===== config.mk =====
export PLATFORM = sky130hd
export DESIGN_NAME = chip8_mem_arbiter_flat
export DESIGN_NICKNAME = d
export VERILOG_FILES = /design/src/rtl/chip8_mem_arbiter_if.sv /design/src/rtl/chip8_mem_arbiter.sv /design/src/flat_wrapper.sv
export SDC_FILE = /design/constraint.sdc
export NUM_CORES = 1
export LEC_CHECK = 0
export ABC_CLOCK_PERIOD_IN_PS = 1700
export BUFFER_PORTS_ARGS = -buffer_cell sky130_fd_sc_hd__buf_2
export CAP_MARGIN = 5
export CORE_MARGIN = 10
export CORE_UTILIZATION = 40
export DETAILED_ROUTE_END_ITERATION = 8
export PLACE_DENSITY_LB_ADDON = 0.12
export RECOVER_POWER = 50
export SYNTH_ARGS = -nofsm -noshare
export SYNTH_HDL_FRONTEND = slang
export SYNTH_SLANG_ARGS = --single-unit

===== constraint.sdc =====
create_clock -name clk -period 1.7 [get_ports clk]
set_input_delay 0.085 -clock clk [delete_from_list [all_inputs] [get_ports clk]]
set_output_delay 0.085 -clock clk [all_outputs]
set_load 0.01 [all_outputs]

===== src/rtl/chip8_mem_arbiter_if.sv =====
// chip8_mem_arbiter_if: requester ports and RAM-side bus of the CHIP-8 RAM arbiter
interface chip8_mem_arbiter_if #(
  parameter int ADDR_W = 12,
  parameter int DATA_W = 8
);
  logic              cpu_read;
  logic [ADDR_W-1:0] cpu_read_addr;
  logic [DATA_W-1:0] cpu_read_data;
  logic              cpu_read_ack;
  logic              cpu_write;
  logic [ADDR_W-1:0] cpu_write_addr;
  logic [DATA_W-1:0] cpu_write_data;
  logic              cpu_write_ack;
  logic              vid_read;
  logic [ADDR_W-1:0] vid_read_addr;
  logic [DATA_W-1:0] vid_read_data;
  logic              vid_read_ack;
  logic              ld_write;
  logic [ADDR_W-1:0] ld_write_addr;
  logic [DATA_W-1:0] ld_write_data;
  logic              ld_write_ack;
  logic              ram_en;
  logic              ram_we;
  logic [ADDR_W-1:0] ram_addr;
  logic [DATA_W-1:0] ram_wdata;
  logic [DATA_W-1:0] ram_rdata;
  logic [1:0]        grant;
  modport slave (
    input  cpu_read, cpu_read_addr, cpu_write, cpu_write_addr, cpu_write_data,
    input  vid_read, vid_read_addr, ld_write, ld_write_addr, ld_write_data, ram_rdata,
    output cpu_read_data, cpu_read_ack, cpu_write_ack, vid_read_data, vid_read_ack,
    output ld_write_ack, ram_en, ram_we, ram_addr, ram_wdata, grant
  );
  modport master (
    output cpu_read, cpu_read_addr, cpu_write, cpu_write_addr, cpu_write_data,
    output vid_read, vid_read_addr, ld_write, ld_write_addr, ld_write_data, ram_rdata,
    input  cpu_read_data, cpu_read_ack, cpu_write_ack, vid_read_data, vid_read_ack,
    input  ld_write_ack, ram_en, ram_we, ram_addr, ram_wdata, grant
  );
endinterface


===== src/rtl/chip8_mem_arbiter.sv =====
// chip8_mem_arbiter: serialises loader/CPU/display accesses to the single-port CHIP-8 RAM
// (define CHIP8_MEM_ARB_RR_EN for CPU/display round-robin; default is fixed CPU > display)
module chip8_mem_arbiter #(
  parameter int ADDR_W = 12,
  parameter int DATA_W = 8
) (
  input logic clk,
  input logic rst_n,
  chip8_mem_arbiter_if.slave bus
);
  localparam logic [1:0] IDLE  = 2'd0;
  localparam logic [1:0] ISSUE = 2'd1;
  localparam logic [1:0] RESP  = 2'd2;
  localparam logic [1:0] DONE  = 2'd3;
  logic [1:0]        state;
  logic              wr_q;
  logic              cpu_req;
  logic              pick_vid;
  logic [1:0]        nxt_grant;
  logic              nxt_we;
  logic [ADDR_W-1:0] nxt_addr;
  logic [DATA_W-1:0] nxt_wdata;
`ifdef CHIP8_MEM_ARB_RR_EN
  logic              ptr;
`endif
  // pick the winner among the live requests: loader first, then CPU/display
  always_comb begin
    cpu_req   = bus.cpu_read | bus.cpu_write;
`ifdef CHIP8_MEM_ARB_RR_EN
    pick_vid  = bus.vid_read & (~cpu_req | ptr);
`else
    pick_vid  = bus.vid_read & ~cpu_req;
`endif
    nxt_grant = bus.ld_write ? 2'd1 : pick_vid ? 2'd3 : cpu_req ? 2'd2 : 2'd0;
    nxt_we    = bus.ld_write | (~pick_vid & bus.cpu_write);
    nxt_addr  = bus.ld_write ? bus.ld_write_addr :
                pick_vid ? bus.vid_read_addr :
                bus.cpu_write ? bus.cpu_write_addr : bus.cpu_read_addr;
    nxt_wdata = bus.ld_write ? bus.ld_write_data : bus.cpu_write_data;
  end
  // four-phase access sequencer: grant/issue, RAM sample, capture+ack, release
  always_ff @(posedge clk or negedge rst_n) begin
    if (!rst_n) begin
      state             <= IDLE;
      wr_q              <= 1'b0;
      bus.grant         <= 2'd0;
      bus.ram_en        <= 1'b0;
      bus.ram_we        <= 1'b0;
      bus.ram_addr      <= '0;
      bus.ram_wdata     <= '0;
      bus.cpu_read_data <= '0;
      bus.vid_read_data <= '0;
      bus.cpu_read_ack  <= 1'b0;
      bus.cpu_write_ack <= 1'b0;
      bus.vid_read_ack  <= 1'b0;
      bus.ld_write_ack  <= 1'b0;
`ifdef CHIP8_MEM_ARB_RR_EN
      ptr               <= 1'b0;
`endif
    end else begin
      bus.cpu_read_ack  <= 1'b0;
      bus.cpu_write_ack <= 1'b0;
      bus.vid_read_ack  <= 1'b0;
      bus.ld_write_ack  <= 1'b0;
      case (state)
        IDLE: if (nxt_grant != 2'd0) begin
          state        <= ISSUE;
          bus.grant    <= nxt_grant;
          wr_q         <= nxt_we;
          bus.ram_en   <= 1'b1;
          bus.ram_we   <= nxt_we;
          bus.ram_addr <= nxt_addr;
          if (nxt_we) bus.ram_wdata <= nxt_wdata;
`ifdef CHIP8_MEM_ARB_RR_EN
          if (nxt_grant == 2'd2) ptr <= 1'b1;
          if (nxt_grant == 2'd3) ptr <= 1'b0;
`endif
        end
        ISSUE: begin
          bus.ram_en <= 1'b0;
          bus.ram_we <= 1'b0;
          state      <= RESP;
        end
        RESP: begin
          bus.ld_write_ack  <= bus.grant == 2'd1;
          bus.cpu_write_ack <= bus.grant == 2'd2 && wr_q;
          bus.cpu_read_ack  <= bus.grant == 2'd2 && !wr_q;
          bus.vid_read_ack  <= bus.grant == 2'd3;
          if (bus.grant == 2'd2 && !wr_q) bus.cpu_read_data <= bus.ram_rdata;
          if (bus.grant == 2'd3) bus.vid_read_data <= bus.ram_rdata;
          state <= DONE;
        end
        default: begin
          bus.grant <= 2'd0;
          state     <= IDLE;
        end
      endcase
    end
  end
endmodule


===== src/flat_wrapper.sv =====
// flat-port wrapper written by rule: the top's interface ports become plain ports
module chip8_mem_arbiter_flat 
#(
  parameter int ADDR_W = 12,
  parameter int DATA_W = 8
)
  (clk, rst_n, bus_cpu_read, bus_cpu_read_addr, bus_cpu_write, bus_cpu_write_addr, bus_cpu_write_data, bus_vid_read, bus_vid_read_addr, bus_ld_write, bus_ld_write_addr, bus_ld_write_data, bus_ram_rdata, bus_cpu_read_data, bus_cpu_read_ack, bus_cpu_write_ack, bus_vid_read_data, bus_vid_read_ack, bus_ld_write_ack, bus_ram_en, bus_ram_we, bus_ram_addr, bus_ram_wdata, bus_grant);
  chip8_mem_arbiter_if #(.ADDR_W(ADDR_W), .DATA_W(DATA_W)) bus_i ();
  input logic clk;
  input logic rst_n;
  input wire logic [$bits(bus_i.cpu_read)-1:0] bus_cpu_read;
  input wire logic [$bits(bus_i.cpu_read_addr)-1:0] bus_cpu_read_addr;
  input wire logic [$bits(bus_i.cpu_write)-1:0] bus_cpu_write;
  input wire logic [$bits(bus_i.cpu_write_addr)-1:0] bus_cpu_write_addr;
  input wire logic [$bits(bus_i.cpu_write_data)-1:0] bus_cpu_write_data;
  input wire logic [$bits(bus_i.vid_read)-1:0] bus_vid_read;
  input wire logic [$bits(bus_i.vid_read_addr)-1:0] bus_vid_read_addr;
  input wire logic [$bits(bus_i.ld_write)-1:0] bus_ld_write;
  input wire logic [$bits(bus_i.ld_write_addr)-1:0] bus_ld_write_addr;
  input wire logic [$bits(bus_i.ld_write_data)-1:0] bus_ld_write_data;
  input wire logic [$bits(bus_i.ram_rdata)-1:0] bus_ram_rdata;
  output wire logic [$bits(bus_i.cpu_read_data)-1:0] bus_cpu_read_data;
  output wire logic [$bits(bus_i.cpu_read_ack)-1:0] bus_cpu_read_ack;
  output wire logic [$bits(bus_i.cpu_write_ack)-1:0] bus_cpu_write_ack;
  output wire logic [$bits(bus_i.vid_read_data)-1:0] bus_vid_read_data;
  output wire logic [$bits(bus_i.vid_read_ack)-1:0] bus_vid_read_ack;
  output wire logic [$bits(bus_i.ld_write_ack)-1:0] bus_ld_write_ack;
  output wire logic [$bits(bus_i.ram_en)-1:0] bus_ram_en;
  output wire logic [$bits(bus_i.ram_we)-1:0] bus_ram_we;
  output wire logic [$bits(bus_i.ram_addr)-1:0] bus_ram_addr;
  output wire logic [$bits(bus_i.ram_wdata)-1:0] bus_ram_wdata;
  output wire logic [$bits(bus_i.grant)-1:0] bus_grant;
  assign bus_i.cpu_read = bus_cpu_read;
  assign bus_i.cpu_read_addr = bus_cpu_read_addr;
  assign bus_i.cpu_write = bus_cpu_write;
  assign bus_i.cpu_write_addr = bus_cpu_write_addr;
  assign bus_i.cpu_write_data = bus_cpu_write_data;
  assign bus_i.vid_read = bus_vid_read;
  assign bus_i.vid_read_addr = bus_vid_read_addr;
  assign bus_i.ld_write = bus_ld_write;
  assign bus_i.ld_write_addr = bus_ld_write_addr;
  assign bus_i.ld_write_data = bus_ld_write_data;
  assign bus_i.ram_rdata = bus_ram_rdata;
  assign bus_cpu_read_data = bus_i.cpu_read_data;
  assign bus_cpu_read_ack = bus_i.cpu_read_ack;
  assign bus_cpu_write_ack = bus_i.cpu_write_ack;
  assign bus_vid_read_data = bus_i.vid_read_data;
  assign bus_vid_read_ack = bus_i.vid_read_ack;
  assign bus_ld_write_ack = bus_i.ld_write_ack;
  assign bus_ram_en = bus_i.ram_en;
  assign bus_ram_we = bus_i.ram_we;
  assign bus_ram_addr = bus_i.ram_addr;
  assign bus_ram_wdata = bus_i.ram_wdata;
  assign bus_grant = bus_i.grant;
  chip8_mem_arbiter #(.ADDR_W(ADDR_W), .DATA_W(DATA_W)) u_core (.clk(clk), .rst_n(rst_n), .bus(bus_i));
endmodule

; Word-level counts from Yosys, hierarchy flattened
; Cells that the tools add are included.
[word_totals]
romBits = 0
latch_bits = 0
elab_cells = 58
ram_bits = 0
mem_count = 0
register_bits = 47
[op_classes]
addsub = 0
n_shift = 0
reduce_logical = 13
multipliers = 0
magnitude_cmp = 0
bitwise = 7
n_mux = 19
eq_ne = 6
div = 0
[op_table]
columns = cell, n
row1 = $mux 12, 3
row2 = $mux 2, 5
row3 = $reduce_and 2->1, 5
row4 = $mux 8, 1
row5 = $eq 2x2->1 const B, 3
row6 = $mux 1, 6
row7 = $pmux 2 s3, 1
row8 = $eq 2x1->1 const B, 2
row9 = $pmux 1 s2, 2
row10 = $pmux 2 s2, 1
row11 = $reduce_bool 2->1, 2
row12 = $not 1->1, 3
row13 = $reduce_and 3->1, 1
row14 = $and 1x1->1, 2
row15 = $logic_and 1x1->1, 2
row16 = $logic_not 2->1, 1
row17 = $ne 2x1->1 const B, 1
row18 = $or 1x1->1, 2
row19 = $reduce_or 2->1, 1
row20 = $logic_not 1->1, 1

; Depth between registers and ports, before layout
; Gate-level depths: netlist of the first run.
[depth]
depth_word = 8
mapped_depth = 7
ltp_nobuf = 5

; Worst setup path after synthesis of the first run
; OpenSTA, ideal clock, no wires.
[synth_path]
path_type = flip-flop to flip-flop
startpoint = register u_core.state[0]
endpoint = register u_core.bus.cpu_read_data[0]
path_slack_ns = 0.065
setup_time_ns = 0.125
arrival_time_ns = 1.510
path_stages_with_launch = 6
period_less_slack_ns = 1.635
path_buffers = 0
required_ns = 1.575
cell_sequence = dfrtp_1 inv_1 ha_1 nand2_1 nor3_2 mux2_2
[synth_via]
elab_chain_len = 2
[synth_lines]
columns = item, line_no
row1 = from (decl), chip8_mem_arbiter.sv:15  ; logic [1:0] state;
row2 = from (signal assigned), chip8_mem_arbiter.sv:44  ; state <= IDLE;
row3 = from (signal assigned), chip8_mem_arbiter.sv:67  ; state <= ISSUE;
row4 = from (signal assigned), chip8_mem_arbiter.sv:82  ; state <= RESP;
row5 = $eq 2x2->1, chip8_mem_arbiter.sv:65  ; case (state)
row6 = $reduce_and 2->1 (no source line), --
row7 = to (signal assigned), chip8_mem_arbiter.sv:89  ; if (bus.grant == 2'd2 && !wr_q) bus.cpu_read_data <= bus.ram_rdata;
row8 = to (decl), chip8_mem_arbiter_if.sv:31  ; output cpu_read_data, cpu_read_ack, cpu_write_ack, vid_read_data, vid_read_ack,
; No other way between the ends.
; A chain may end at the register's enable or synchronous reset.

; Worst setup path after layout of the first run
[layout_path]
startpoint = register u_core.state[0]
endpoint = register u_core.bus.cpu_read_data[7]
; Same word-level chain as after synthesis.

==> results.rst, run 1 <==
.. list-table::
   :header-rows: 1

   * - Metric
     - Value
   * - Result of the run
     - complete, no violations
   * - Post-route DRC
     - 0
   * - Clock-pin slew reported for the worst setup and hold paths after clock tree synthesis
     - approximately 0.090 ns
   * - Slew at the pin with the worst max-slew slack
     - 0.958 ns
   * - Vias in the first global route
     - slightly above 2000
   * - R2R Setup Slk
     - 0.12 ns
   * - Area Overhead vs Synth
     - 33.8%
   * - Mean instance size in the synthesized netlist
     - 11.0 sq um
   * - Cell type contributing the most total cell area after synthesis
     - dfrtp_1
   * - Clock Latency Late Sink
     - 0.30 ns
   * - CTS Buffer Depth
     - 2
   * - Total of endpoints with negative setup slack in the final report
     - 0
   * - Biggest area contributors in the synthesized netlist
     - dfrtp_1 53%, mux2_2 8.1%, a221o_1 5.4%
   * - Global Route Usage Sum
     - 14.3%
   * - Endpoints failing hold
     - 0
   * - Placement Rows
     - 27
   * - Worst path arrival time
     - between 1.5 and 2 ns
   * - Post-CTS Repair Setup Buffers
     - 0
   * - GR Overflow Total
     - 0
   * - First-pass iteration count of the detailed router
     - 4
   * - Floorplan die width
     - 94.4 microns
   * - Mapped Cells
     - 201
   * - Switching power summed over all nets
     - about 1800 uW
   * - R2R Path End
     - u_core.bus.cpu_read_data[7]$_DFFE_PN0P_
   * - Post-route total power
     - 4630 uW
   * - Share of power burned in combinational logic
     - 43.4%
   * - Warnings from Yosys
     - 0
   * - Synthesized netlist net count
     - 283
   * - Height of the die
     - 94.4 microns
   * - Number of clock sinks seen by CTS
     - 47
   * - Achievable frequency
     - 633 MHz
   * - Standard cell area after detailed placement
     - 2900 sq um
   * - Share of cells above drive strength 1
     - 40.7%
   * - Worst EP required
     - between 1.5 and 2 ns
   * - Post-Route Setup TNS
     - 0 ns
   * - Antenna diode count
     - 0
   * - Cells on worst reg2reg path
     - 6
   * - Final HPWL DP
     - a little over 5000 microns
   * - H-Tree Level Count
     - 2
   * - Met1 Track Usage GR
     - 17.1%
   * - Routed wire length per instance
     - approximately 16 microns
   * - Buffer type at the clock tree root
     - clkbuf_8
   * - Number of buffer cells added on primary ports
     - 121
   * - Global-route wire length before repair
     - 10200 microns
   * - Ports
     - 122
   * - TritonCTS clock tree
     - yes
   * - Routing usage on met2
     - approximately a quarter
   * - Critical-path maximum fanout
     - 9
   * - Share of Yosys cell area claimed by the top area cell type
     - 53.1%
   * - Worst Setup Path Type
     - register to register
   * - Cell depth of the worst hold path
     - 2
   * - Share of power burned in the clock network
     - approximately 15%
   * - HP Start
     - bus_ram_rdata[2]
   * - Finished Cell Area
     - 2960 sq um
   * - Hold EP
     - u_core.bus.vid_read_data[2]$_DFFE_PN0P_
   * - Total length of routed wires
     - 6490 microns
   * - Count of distinct cell types in the synthesized netlist
     - 28
   * - Die Area
     - 8910 sq um
   * - Last weighted congestion value of the routability-driven placer
     - 0.861
   * - Initial antenna violation count
     - 0
   * - Final Cycle Share
     - between 90% and 100%
   * - Slew Limit Fails
     - 0
   * - Max transition margin
     - a little over a third
   * - Endpoint type of the worst setup path
     - register
   * - Portion of the post-synthesis area used by sequential elements
     - 53.1%
   * - Final Critical Period
     - between 1.5 and 2 ns
   * - Worst reg2reg startpoint
     - u_core.state[0]$_DFFE_PN0P_
   * - Register share of total power
     - 41.9%
   * - Total number of nets in the final design
     - between 400 and 500
   * - Core region area
     - 5440 sq um
   * - Cell area power density
     - 1560 nW/um^2
   * - Worst voltage drop across the vdd grid
     - 0.714 mV
   * - DR vias
     - roughly 2000
   * - Switching power as a share of total power
     - 39.0%
   * - Post-Route Skew
     - 0.00406 ns
   * - Number of register bits inferred by synthesis
     - 47
   * - Inserted Clock Buffers
     - 5
   * - Pin count of the biggest net entering global routing
     - 27
   * - Synth Cell Area
     - ~2200 sq um
   * - Detailed router's first-iteration violation count
     - 64
   * - Starting Density
     - 40.7%
   * - Setup crit start kind
     - register
   * - Max capacitance violation total
     - 0
   * - Detail-routed via count per cell
     - 4.96
   * - Type of the most critical hold path
     - input port to register
   * - P_int
     - between 2000 and 3000 uW
   * - Placed instance count
     - just under 400
   * - Static power due to leakage
     - roughly 0.0015 uW
   * - Non-filler cells, final
     - 399
   * - Global routing's busiest layer
     - met2
   * - Number of nets still failing antenna checks after routing
     - 0
   * - Met3 Use GR
     - 5.00%
worst max path at each step:
| stage | startpoint | slack (ns) | end | depth (start not counted) |
|---|---|---|---|---|
| detailed placement | u_core.state[0]$_DFFE_PN0P_ | 0.06 | u_core.bus.vid_read_data[7]$_DFFE_PN0P_ | 4 |
| CTS | u_core.state[0]$_DFFE_PN0P_ | 0.05 | u_core.bus.vid_read_data[7]$_DFFE_PN0P_ | 4 |
| global placement | u_core.state[0]$_DFFE_PN0P_ | 0.13 | u_core.bus.vid_read_data[5]$_DFFE_PN0P_ | 4 |
| global route | u_core.state[0]$_DFFE_PN0P_ | -0.005 | u_core.bus.cpu_read_data[6]$_DFFE_PN0P_ | 6 |
| finish | u_core.state[0]$_DFFE_PN0P_ | 0.12 | u_core.bus.cpu_read_data[7]$_DFFE_PN0P_ | 6 |
| floorplan | u_core.state[0]$_DFFE_PN0P_ | 0.07 | u_core.bus.cpu_read_data[0]$_DFFE_PN0P_ | 5 |
logic make-up (layout without fill, tap and decap cells):
kind of cell / Yosys count / in the layout / synth area share (%)
AOI/OAI and AO/OA: 55 / 55 / 17.3
adders and majority gates: 4 / 4 / 2.26
buffers and inverters: 18 / 144 / 4.35
DFF: 47 / 47 / 53.1
muxes: 26 / 26 / 12.7
and+or+nand+nor: 51 / 51 / 10.3
worst max-delay path, cell delays in order (launching register included):
cell	delay [ns]
dfrtp_1	0.41
inv_1	0.11
ha_2	0.22
nand2_1	0.08
nor3_2	0.10
buf_4	0.20
mux2_2	0.35
cell usage in the layout (no fill, tap or decap), types with 10 or more instances in the layout:
cell,count
o31ai_1,12
a21oi_1,16
clkbuf_1,28
nor2_1,18
mux2i_1,10
nand2_1,25
mux2_2,16
buf_2,94
a221o_1,12
dfrtp_1,47
layer usage:
layer  routed length, microns  part of all wire [%]
met1                     2700                    42
met2                     3160                    49
met3                      540                   8.3
met4                       88                   1.4
met5                        0                     0
power by group through the flow:
stage          Clock (uW)  Combinational (uW)  Sequential [uW]
3_5_place_dp            0                2130             1950
3_3_place_gp            0                2090             1940
4_1_cts               703                2130             1930
2_1_floorplan           0                1060             2170
5_1_grt               749                2290             2020
6_report              681                2010             1940
final cells by class:
class / instances / area [sq um]
clock buffer: 6 / 72.6
fill: 519 / 2470
multi-input combinational: 136 / 950
tap: 72 / 90.1
timing repair buffer: 130 / 637
sequential: 47 / 1180
clock inverter: 2 / 16.3
inverter: 6 / 22.5
state kept, by name (all words and copies together) (netlist names):
name / count
u_core.bus.cpu_read_ack: 1
u_core.bus.cpu_read_data: 8
u_core.bus.cpu_write_ack: 1
u_core.bus.grant: 2
u_core.bus.ld_write_ack: 1
u_core.bus.ram_addr: 12
u_core.bus.ram_en: 1
u_core.bus.ram_wdata: 8
u_core.bus.ram_we: 1
u_core.bus.vid_read_ack: 1
u_core.bus.vid_read_data: 8
u_core.state: 2
u_core.wr_q: 1
Yosys cell counts:
cell,count
dfrtp_1,47
nand2_1,25
nor2_1,18
a21oi_1,16
mux2_2,16
a221o_1,12
o31ai_1,12
mux2i_1,10
o21ai_0,9
inv_1,6
clkbuf_1,5
ha_1,4
buf_1,2
buf_2,2
buf_6,2
nand3_1,2
o22ai_1,2
a22o_1,1
buf_8,1
nand2_4,1
nor3_1,1
nor3_2,1
nor3b_1,1
nor3b_2,1
o211ai_2,1
o21ai_1,1
o21ai_2,1
or4_4,1
metrics by stage:
stage	hold WS, ns	utilization (%)	setup WS (ns)
after floorplan	-0.211	-	0.0651
after global placement	0.0468	53.3	0.134
after detailed placement	0.0448	53.3	0.0637
after CTS	0.0190	55.1	0.0505
after global routing	0.0219	54.5	-0.00507
final	0.0278	54.5	0.120
timing repair:
item	4_1_cts	5_1_grt
gates resized for setup	0	2
hold endpoints to repair	17	0
setup endpoints to repair	0	9
hold buffers	1	0
(Power assumes the default switching activity.)
==> inputs of run 2 (changes only) <==
ABC_AREA = 1   (was unset)
CORE_UTILIZATION = 41   (was 40)
==> results.rst, run 2 <==
.. list-table::
   :header-rows: 1

   * - Metric
     - Value
   * - Ports
     - 122 (unchanged)
   * - Most frequent cell after synthesis
     - nand2_1 (was dfrtp_1)
   * - Total of endpoints with negative setup slack in the final report
     - 0 (unchanged)
   * - Height of the die
     - 96.1 microns (was 94.4 microns)
   * - Worst path arrival time
     - 1.77 ns (about the same)
   * - Post-Route Setup TNS
     - 0 ns (unchanged)
   * - Post-route DRC
     - 0 (unchanged)
   * - Max transition margin
     - 52.7% (was 36.1%)
   * - Final HPWL DP
     - 5300 microns (was 5200 microns)
   * - Worst EP required
     - 1.89 ns (about the same)
   * - Mapped Cells
     - 317 (was 201)
   * - Number of clock sinks seen by CTS
     - 47 (unchanged)
   * - Number of register bits inferred by synthesis
     - 47 (unchanged)
   * - Number of buffer cells added on primary ports
     - 121 (unchanged)
   * - Number of flip-flops in the largest register
     - 12 (unchanged)
   * - Count of distinct cell types in the synthesized netlist
     - 23 (was 28)
   * - Type of the most critical hold path
     - input port to register (unchanged)
   * - Number of nets still failing antenna checks after routing
     - 0 (unchanged)
   * - Unrepaired setup endpoints after global routing
     - no
   * - Inserted Clock Buffers
     - 5 (unchanged)
   * - Core region area
     - 5570 sq um (was 5440 sq um)
   * - Cell type contributing the most total cell area after synthesis
     - dfrtp_1 (unchanged)
   * - Initial antenna violation count
     - 0 (unchanged)
   * - TritonCTS clock tree
     - yes (unchanged)
   * - Global-route wire length before repair
     - 10800 microns (was 10200 microns)
   * - Slew at the pin with the worst max-slew slack
     - 0.710 ns (was 0.958 ns)
   * - Register with the most flip-flops
     - u_core.bus.ram_addr (unchanged)
   * - Filler Cell Count
     - 597 (was 519)
   * - Ys flop type
     - dfrtp_1 (unchanged)
   * - Worst voltage drop across the vdd grid
     - 0.541 mV (was 0.714 mV)
   * - Pin count of the biggest net entering global routing
     - 28 (was 27)
   * - Cell area power density
     - 1500 nW/um^2 (was 1560 nW/um^2)
   * - Synthesized netlist net count
     - 399 (was 283)
   * - Floorplan die width
     - 96.1 microns (was 94.4 microns)
   * - Most frequent standard cell in the layout excluding fill and tap cells
     - nand2_1 (was buf_2)
   * - Final Critical Period
     - 1.57 ns (was 1.58 ns)
   * - Final Cycle Share
     - 92.6% (was 92.9%)
   * - Clock-pin slew reported for the worst setup and hold paths after clock tree synthesis
     - 0.10 ns (was 0.09 ns)
   * - Post-synth EDFFs
     - 0 (unchanged)
   * - Area Overhead vs Synth
     - 30.6% (was 33.8%)
   * - Die Area
     - 9240 sq um (was 8910 sq um)
   * - Placement Rows
     - 27 (unchanged)
   * - Worst reg2reg startpoint
     - u_core.state[1]$_DFFE_PN0P_ (was u_core.state[0]$_DFFE_PN0P_)
   * - Static power due to leakage
     - 0.00176 uW (was 0.00148 uW)
   * - Launch point of the worst path
     - u_core.state[1]$_DFFE_PN0P_ (was u_core.state[0]$_DFFE_PN0P_)
   * - H-Tree Level Count
     - 2 (unchanged)
   * - CTS Buffer Depth
     - 2 (unchanged)
   * - Detail-routed via count per cell
     - 4.56 (was 4.96)
   * - Vias in the first global route
     - 2413 (was 2054)
   * - Worst Setup Path Type
     - register to register (unchanged)
   * - R2R Setup Slk
     - 0.13 ns (was 0.12 ns)
   * - Top cells by instance count after synthesis
     - 124 x nand2_1, 47 x dfrtp_1, 41 x nor2_1 (was 47 x dfrtp_1, 25 x nand2_1, 18 x nor2_1)
   * - Buffer type at the clock tree root
     - clkbuf_8 (unchanged)
   * - Achievable frequency
     - 635 MHz (was 633 MHz)
   * - Worst-case hold slack
     - 0.0367 ns (was 0.0278 ns)
   * - First-pass iteration count of the detailed router
     - 6 (was 4)
   * - Post-route total power
     - 4670 uW (was 4630 uW)
   * - Critical-path maximum fanout
     - 18 (was 9)
   * - GR Overflow Total
     - 0 (unchanged)
   * - Starting Density
     - 42.6% (was 40.7%)
   * - Detailed router's first-iteration violation count
     - 61 (was 64)
   * - Post-CTS Repair Setup Buffers
     - 0 (unchanged)
   * - Synth Cell Area
     - 2370 sq um (was 2210 sq um)
   * - Antenna diode count
     - 0 (unchanged)
   * - HP Start
     - bus_ram_rdata[0] (was bus_ram_rdata[2])
   * - Multi-input combinational cell area
     - 1040 sq um (was 950 sq um)
   * - Last weighted congestion value of the routability-driven placer
     - 0.758 (was 0.861)
   * - Share of cells above drive strength 1
     - 26.5% (was 40.7%)
   * - Mean instance size in the synthesized netlist
     - 7.49 sq um (was 11.0 sq um)
   * - Result of the run
     - complete, no violations (unchanged)
   * - Global Route Usage Sum
     - 14.4% (was 14.3%)
   * - Post-Route Skew
     - 0.00705 ns (was 0.00406 ns)
   * - Biggest area contributors in the synthesized netlist
     - dfrtp_1 50%, nand2_1 20%, nor2_1 6.5% (was dfrtp_1 53%, mux2_2 8.1%, a221o_1 5.4%)
   * - Share of synthesized registers carrying an async set or reset
     - 100% (unchanged)
   * - Most frequent cells in the layout
     - 123 x nand2_1, 95 x buf_2, 47 x dfrtp_1, 41 x nor2_1, 27 x nand3_1 (was 94 x buf_2, 47 x dfrtp_1, 28 x clkbuf_1, 25 x nand2_1, 18 x nor2_1)
   * - Routed wire length per instance
     - 13.2 microns (was 16.3 microns)
   * - Share of Yosys cell area claimed by the top area cell type
     - 49.5% (was 53.1%)
   * - Total length of routed wires
     - 6730 microns (was 6490 microns)
   * - Endpoints failing hold
     - 0 (unchanged)
   * - Setup crit start kind
     - register (unchanged)
   * - Warnings from Yosys
     - 0 (unchanged)
   * - DR vias
     - 2319 (was 1979)
   * - Sequential cell area in the final layout
     - 1180 sq um (unchanged)
   * - Total number of nets in the final design
     - 518 (was 408)
   * - Max capacitance violation total
     - 0 (unchanged)
   * - Endpoint type of the worst setup path
     - register (unchanged)
   * - Portion of the post-synthesis area used by sequential elements
     - 49.5% (was 53.1%)
   * - Clock Latency Late Sink
     - 0.30 ns (about the same)
   * - Slew Limit Fails
     - 0 (unchanged)
-- run 2: cell count changes in the layout (fill, tap and decap cells not counted), moves of 3 or more --
cell	change
a21oi_1	-13
a221o_1	-12
clkbuf_1	-3
inv_1	+14
mux2_2	-16
mux2i_1	-10
nand2_1	+98
nand3_1	+26
nor2_1	+23
o21ai_0	+7
o31ai_1	-4
-- run 2: area by class of cell --
cell class | instances | area share, %
Clock buffer | 5 | 2.22
Clock inverter | 3 | 0.807
Inverter | 22 | 2.66
Multi-Input combinational cell | 233 | 33.5
Sequential cell | 47 | 37.9
Tap cell | 72 | 2.91
Timing Repair Buffer | 127 | 20.0
-- run 2: cell families after synthesis --
| group | after synthesis | share of synthesized area (%) |
|---|---|---|
| and+or+nand+nor | 198 | 33.7 |
| DFF | 47 | 49.5 |
| AOI/OAI and AO/OA | 31 | 7.64 |
| buffers and inverters | 37 | 7.06 |
| adders and majority gates | 4 | 2.11 |
-- run 2: worst max-delay path, stage by stage, from the launching register on --
cell and delay, ns:
dfrtp_1 0.43, inv_1 0.09, ha_1 0.34, o21ai_2 0.29
o31ai_1 0.31
-- run 2: stage by stage --
| stage | setup WS [ns] | instances | area (sq um) | utilization, % |
|---|---|---|---|---|
| detailed placement | 0.0808 | 500 | 3040 | 54.5 |
| global placement | 0.188 | 500 | 3040 | 54.5 |
| floorplan | 0.279 | 317 | 2370 | - |
| CTS | 0.0308 | 509 | 3140 | 56.3 |
| global route | 0.00604 | 509 | 3100 | 55.6 |
| finish | 0.125 | 509 | 3100 | 55.6 |
-- run 2: report_power, final --
group | switching [uW] | internal (uW)
logic | 1270 | 769
registers | 285 | 1650
clock network | 398 | 294
-- run 2: per-layer routing --
metal	GRT usage [%]	share of wire [%]	vias to the layer above
met5	0	0	-
met4	4.05	1.1	0
met3	6.61	12	5
met2	24.4	45	79
met1	15.9	42	1005
li1	-	-	1230
-- run 2: path summary, 6_finish.rpt --
kind                                                                 to  cells past startpoint
max in group asynchronous           u_core.bus.ram_wdata[1]$_DFFE_PN0P_                      3
worst min-delay path            u_core.bus.vid_read_data[0]$_DFFE_PN0P_                      3
worst min register to register        u_core.bus.ld_write_ack$_DFF_PN0_                      1
worst max register to register      u_core.bus.ram_wdata[3]$_DFFE_PN0P_                      4
min in group asynchronous       u_core.bus.vid_read_data[4]$_DFFE_PN0P_                      2
worst max-delay path                u_core.bus.ram_wdata[3]$_DFFE_PN0P_                      4
-- run 2: what timing repair did --
item | in CTS | in global routing
hold buffers | 1 | 0
gates resized for setup | 0 | 3
hold endpoints to repair | 25 | 0
endpoints found under the setup margin | 0 | 9
==> inputs of run 3 (changes only) <==
CORE_UTILIZATION = 40   (was 41)
CTS_BUF_LIST = sky130_fd_sc_hd__clkbuf_8   (was unset)
==> results.rst, run 3 (same netlist as run 2, synthesis figures left out) <==
.. list-table::
   :header-rows: 1

   * - Metric
     - Value
   * - Result of the run
     - complete, no violations (unchanged)
   * - Share of power burned in the clock network
     - 19.7% (was 14.8%)
   * - Post-Route Skew
     - 0.00534 ns (was 0.00705 ns)
   * - Placed instance count
     - 503 (was 500)
   * - Switching power as a share of total power
     - 39.1% (was 41.8%)
   * - Sequential cell area in the final layout
     - 1180 sq um (unchanged)
   * - Global Route Usage Sum
     - 14.1% (was 14.4%)
   * - Cell area power density
     - 1570 nW/um^2 (was 1500 nW/um^2)
   * - Critical-path maximum fanout
     - 17 (was 18)
   * - R2R Path End
     - u_core.bus.cpu_read_data[6]$_DFFE_PN0P_ (was u_core.bus.ram_wdata[3]$_DFFE_PN0P_)
   * - Starting Density
     - 40.6% (was 42.6%)
   * - Worst-case hold slack
     - 0.0441 ns (was 0.0367 ns)
   * - Die Area
     - 9420 sq um (was 9240 sq um)
   * - Max transition margin
     - 19.8% (was 52.7%)
   * - DR vias
     - 2309 (was 2319)
   * - Switching power summed over all nets
     - 1940 uW (was 1950 uW)
   * - GR Overflow Total
     - 0 (unchanged)
   * - Clock Latency Late Sink
     - 0.30 ns (about the same)
   * - Detailed router's first-iteration violation count
     - 44 (was 61)
   * - Last weighted congestion value of the routability-driven placer
     - 0.718 (was 0.758)
   * - Post-route DRC
     - 0 (unchanged)
   * - Initial antenna violation count
     - 0 (unchanged)
   * - Number of flip-flops in the largest register
     - 12 (unchanged)
   * - Floorplan die width
     - 97.1 microns (was 96.1 microns)
   * - Final Critical Period
     - 1.52 ns (was 1.57 ns)
   * - Number of nets still failing antenna checks after routing
     - 0 (unchanged)
   * - Achievable frequency
     - 657 MHz (was 635 MHz)
   * - Met3 Use GR
     - 5.83% (was 6.61%)
   * - Setup crit start kind
     - register (unchanged)
   * - HP Start
     - bus_ram_rdata[3] (was bus_ram_rdata[0])
   * - Routing usage on met2
     - 22.9% (was 24.4%)
   * - Most Frequent Cell on Critical Path
     - inv_1
   * - Height of the die
     - 97.1 microns (was 96.1 microns)
   * - Antenna diode count
     - 0 (unchanged)
   * - Core region area
     - 5850 sq um (was 5570 sq um)
   * - Total of endpoints with negative setup slack in the final report
     - 0 (unchanged)
   * - Slew at the pin with the worst max-slew slack
     - 1.20 ns (was 0.710 ns)
   * - TritonCTS clock tree
     - yes (unchanged)
   * - CTS Buffer Depth
     - 2 (unchanged)
   * - Post-route total power
     - 4960 uW (was 4670 uW)
   * - Placement Rows
     - 28 (was 27)
   * - Number of clock sinks seen by CTS
     - 47 (unchanged)
   * - Final HPWL DP
     - 5340 microns (was 5300 microns)
   * - R2R Setup Slk
     - 0.18 ns (was 0.13 ns)
   * - Total buffers and inverters traversed by the critical path
     - 2 (was 1)
   * - Clock-pin slew reported for the worst setup and hold paths after clock tree synthesis
     - 0.09 ns (was 0.10 ns)
   * - Register with the most flip-flops
     - u_core.bus.ram_addr (unchanged)
   * - Cell type of the slowest stage on the worst timing path
     - dfrtp_1 (unchanged)
   * - Static power due to leakage
     - 0.00179 uW (was 0.00176 uW)
   * - Detail-routed via count per cell
     - 4.51 (was 4.56)
   * - Inserted Clock Buffers
     - 5 (unchanged)
   * - P_int
     - 3020 uW (was 2720 uW)
   * - Endpoint type of the worst setup path
     - register (unchanged)
   * - Non-filler cells, final
     - 512 (was 509)
   * - Hold EP
     - u_core.bus.cpu_read_data[3]$_DFFE_PN0P_ (was u_core.bus.vid_read_data[0]$_DFFE_PN0P_)
   * - Area Overhead vs Synth
     - 33.2% (was 30.6%)
   * - Pin count of the biggest net entering global routing
     - 28 (unchanged)
   * - Type of the most critical hold path
     - input port to register (unchanged)
   * - Slew Limit Fails
     - 0 (unchanged)
   * - Register share of total power
     - 39.3% (was 41.6%)
   * - Filler Cell Count
     - 610 (was 597)
   * - Final Cycle Share
     - 89.6% (was 92.6%)
   * - Multi-input combinational cell area
     - 1040 sq um (unchanged)
   * - Global-route wire length before repair
     - 11400 microns (was 10800 microns)
   * - Unrepaired setup endpoints after global routing
     - no (unchanged)
   * - Worst voltage drop across the vdd grid
     - 0.608 mV (was 0.541 mV)
   * - Largest delay contributor family on the critical path
     - simple AND/OR/NAND/NOR gates (was compound AO/OA/AOI/OAI gates)
   * - Share of power burned in combinational logic
     - 41.1% (was 43.6%)
   * - Post-CTS Repair Setup Buffers
     - 0 (unchanged)
   * - Cell depth of the worst hold path
     - 3 (unchanged)
   * - Vias in the first global route
     - 2445 (was 2413)
   * - Ports
     - 122 (unchanged)
   * - Global routing's busiest layer
     - met2 (unchanged)
   * - Total number of nets in the final design
     - 518 (unchanged)
   * - Biggest cell delay along the critical path
     - 0.41 ns (was 0.43 ns)
   * - Cells along the critical path
     - inv_1, ha_1, inv_1, nor3_1, nand2_2, nand2_1, o21ai_0 (was inv_1, ha_1, o21ai_2, o31ai_1)
   * - Worst EP required
     - 1.88 ns (was 1.89 ns)
   * - Worst path arrival time
     - 1.71 ns (was 1.77 ns)
   * - Share of cells above drive strength 1
     - 27.0% (was 26.5%)
   * - First-pass iteration count of the detailed router
     - 4 (was 6)
   * - Total length of routed wires
     - 6740 microns (was 6730 microns)
   * - Post-Route Setup TNS
     - 0 ns (unchanged)
   * - Buffer type at the clock tree root
     - clkbuf_8 (unchanged)
   * - Met1 Track Usage GR
     - 16.3% (was 15.9%)
   * - Worst Setup Path Type
     - register to register (unchanged)
   * - H-Tree Level Count
     - 2 (unchanged)
   * - Max capacitance violation total
     - 0 (unchanged)
   * - Most frequent standard cell in the layout excluding fill and tap cells
     - nand2_1 (unchanged)
   * - Routed wire length per instance
     - 13.2 microns (about the same)
   * - Worst reg2reg startpoint
     - u_core.state[0]$_DFFE_PN0P_ (was u_core.state[1]$_DFFE_PN0P_)
   * - Endpoints failing hold
     - 0 (unchanged)
   * - Cells on worst reg2reg path
     - 7 (was 4)
   * - Most frequent cells in the layout
     - 123 x nand2_1, 98 x buf_2, 47 x dfrtp_1, 41 x nor2_1, 27 x nand3_1 (was 123 x nand2_1, 95 x buf_2, 47 x dfrtp_1, 41 x nor2_1, 27 x nand3_1)
   * - Number of buffer cells added on primary ports
     - 121 (unchanged)
   * - Fin util
     - 54.1% (was 55.6%)
-- run 3: worst max-delay path by stage --
stage                                            from                                       to  slack [ns]  depth (start not counted)
after CTS                 u_core.state[0]$_DFFE_PN0P_  u_core.bus.cpu_read_data[0]$_DFFE_PN0P_        0.07                          7
after detailed placement  u_core.state[0]$_DFFE_PN0P_  u_core.bus.cpu_read_data[0]$_DFFE_PN0P_        0.09                          7
final                     u_core.state[0]$_DFFE_PN0P_  u_core.bus.cpu_read_data[6]$_DFFE_PN0P_        0.18                          7
after global routing      u_core.state[0]$_DFFE_PN0P_  u_core.bus.cpu_read_data[4]$_DFFE_PN0P_       0.007                          7
after floorplan           u_core.state[0]$_DFFE_PN0P_  u_core.bus.cpu_read_data[1]$_DFFE_PN0P_        0.28                          8
after global placement    u_core.state[0]$_DFFE_PN0P_  u_core.bus.cpu_read_data[5]$_DFFE_PN0P_        0.19                          7
-- run 3: repair_timing --
item | CTS | global route
hold endpoints to repair | 20 | 0
resized for setup | 0 | 2
endpoints found under the setup margin | 0 | 12
hold buffers | 1 | 0
-- run 3: per-stage QoR --
stage	setup WS (ns)	cell area, sq um
after floorplan	0.279	2370
after global placement	0.188	3040
after detailed placement	0.0897	3040
after CTS	0.0744	3190
after global routing	0.00682	3160
final	0.177	3160
-- run 3: area by class of cell --
type                    instances  area share [%]
multi-input cells             233            32.8
inverters                      22            2.61
flip-flops and latches         47            37.2
repair buffers                127            20.1
clock inverters                 3            2.14
clock buffers                   5            2.17
well taps                      75            2.97
-- run 3: power groups by stage --
stage | Sequential, uW | Combinational [uW] | Clock [uW]
2_1_floorplan | 2180 | 1060 | 0
3_3_place_gp | 1940 | 2090 | 0
3_5_place_dp | 1960 | 2140 | 0
4_1_cts | 1940 | 2150 | 1000
5_1_grt | 2020 | 2340 | 1050
6_report | 1950 | 2040 | 975
-- run 3: worst min-delay path, cell delays in order --
cell and delay [ns]:
buf_2 0.09, inv_1 0.05, o21ai_0 0.08
-- run 3: layer usage --
metal	share of wire, %	wire, microns
met5	0	0
met3	9.4	630
met4	1.4	95
met1	44	2980
met2	45	3030
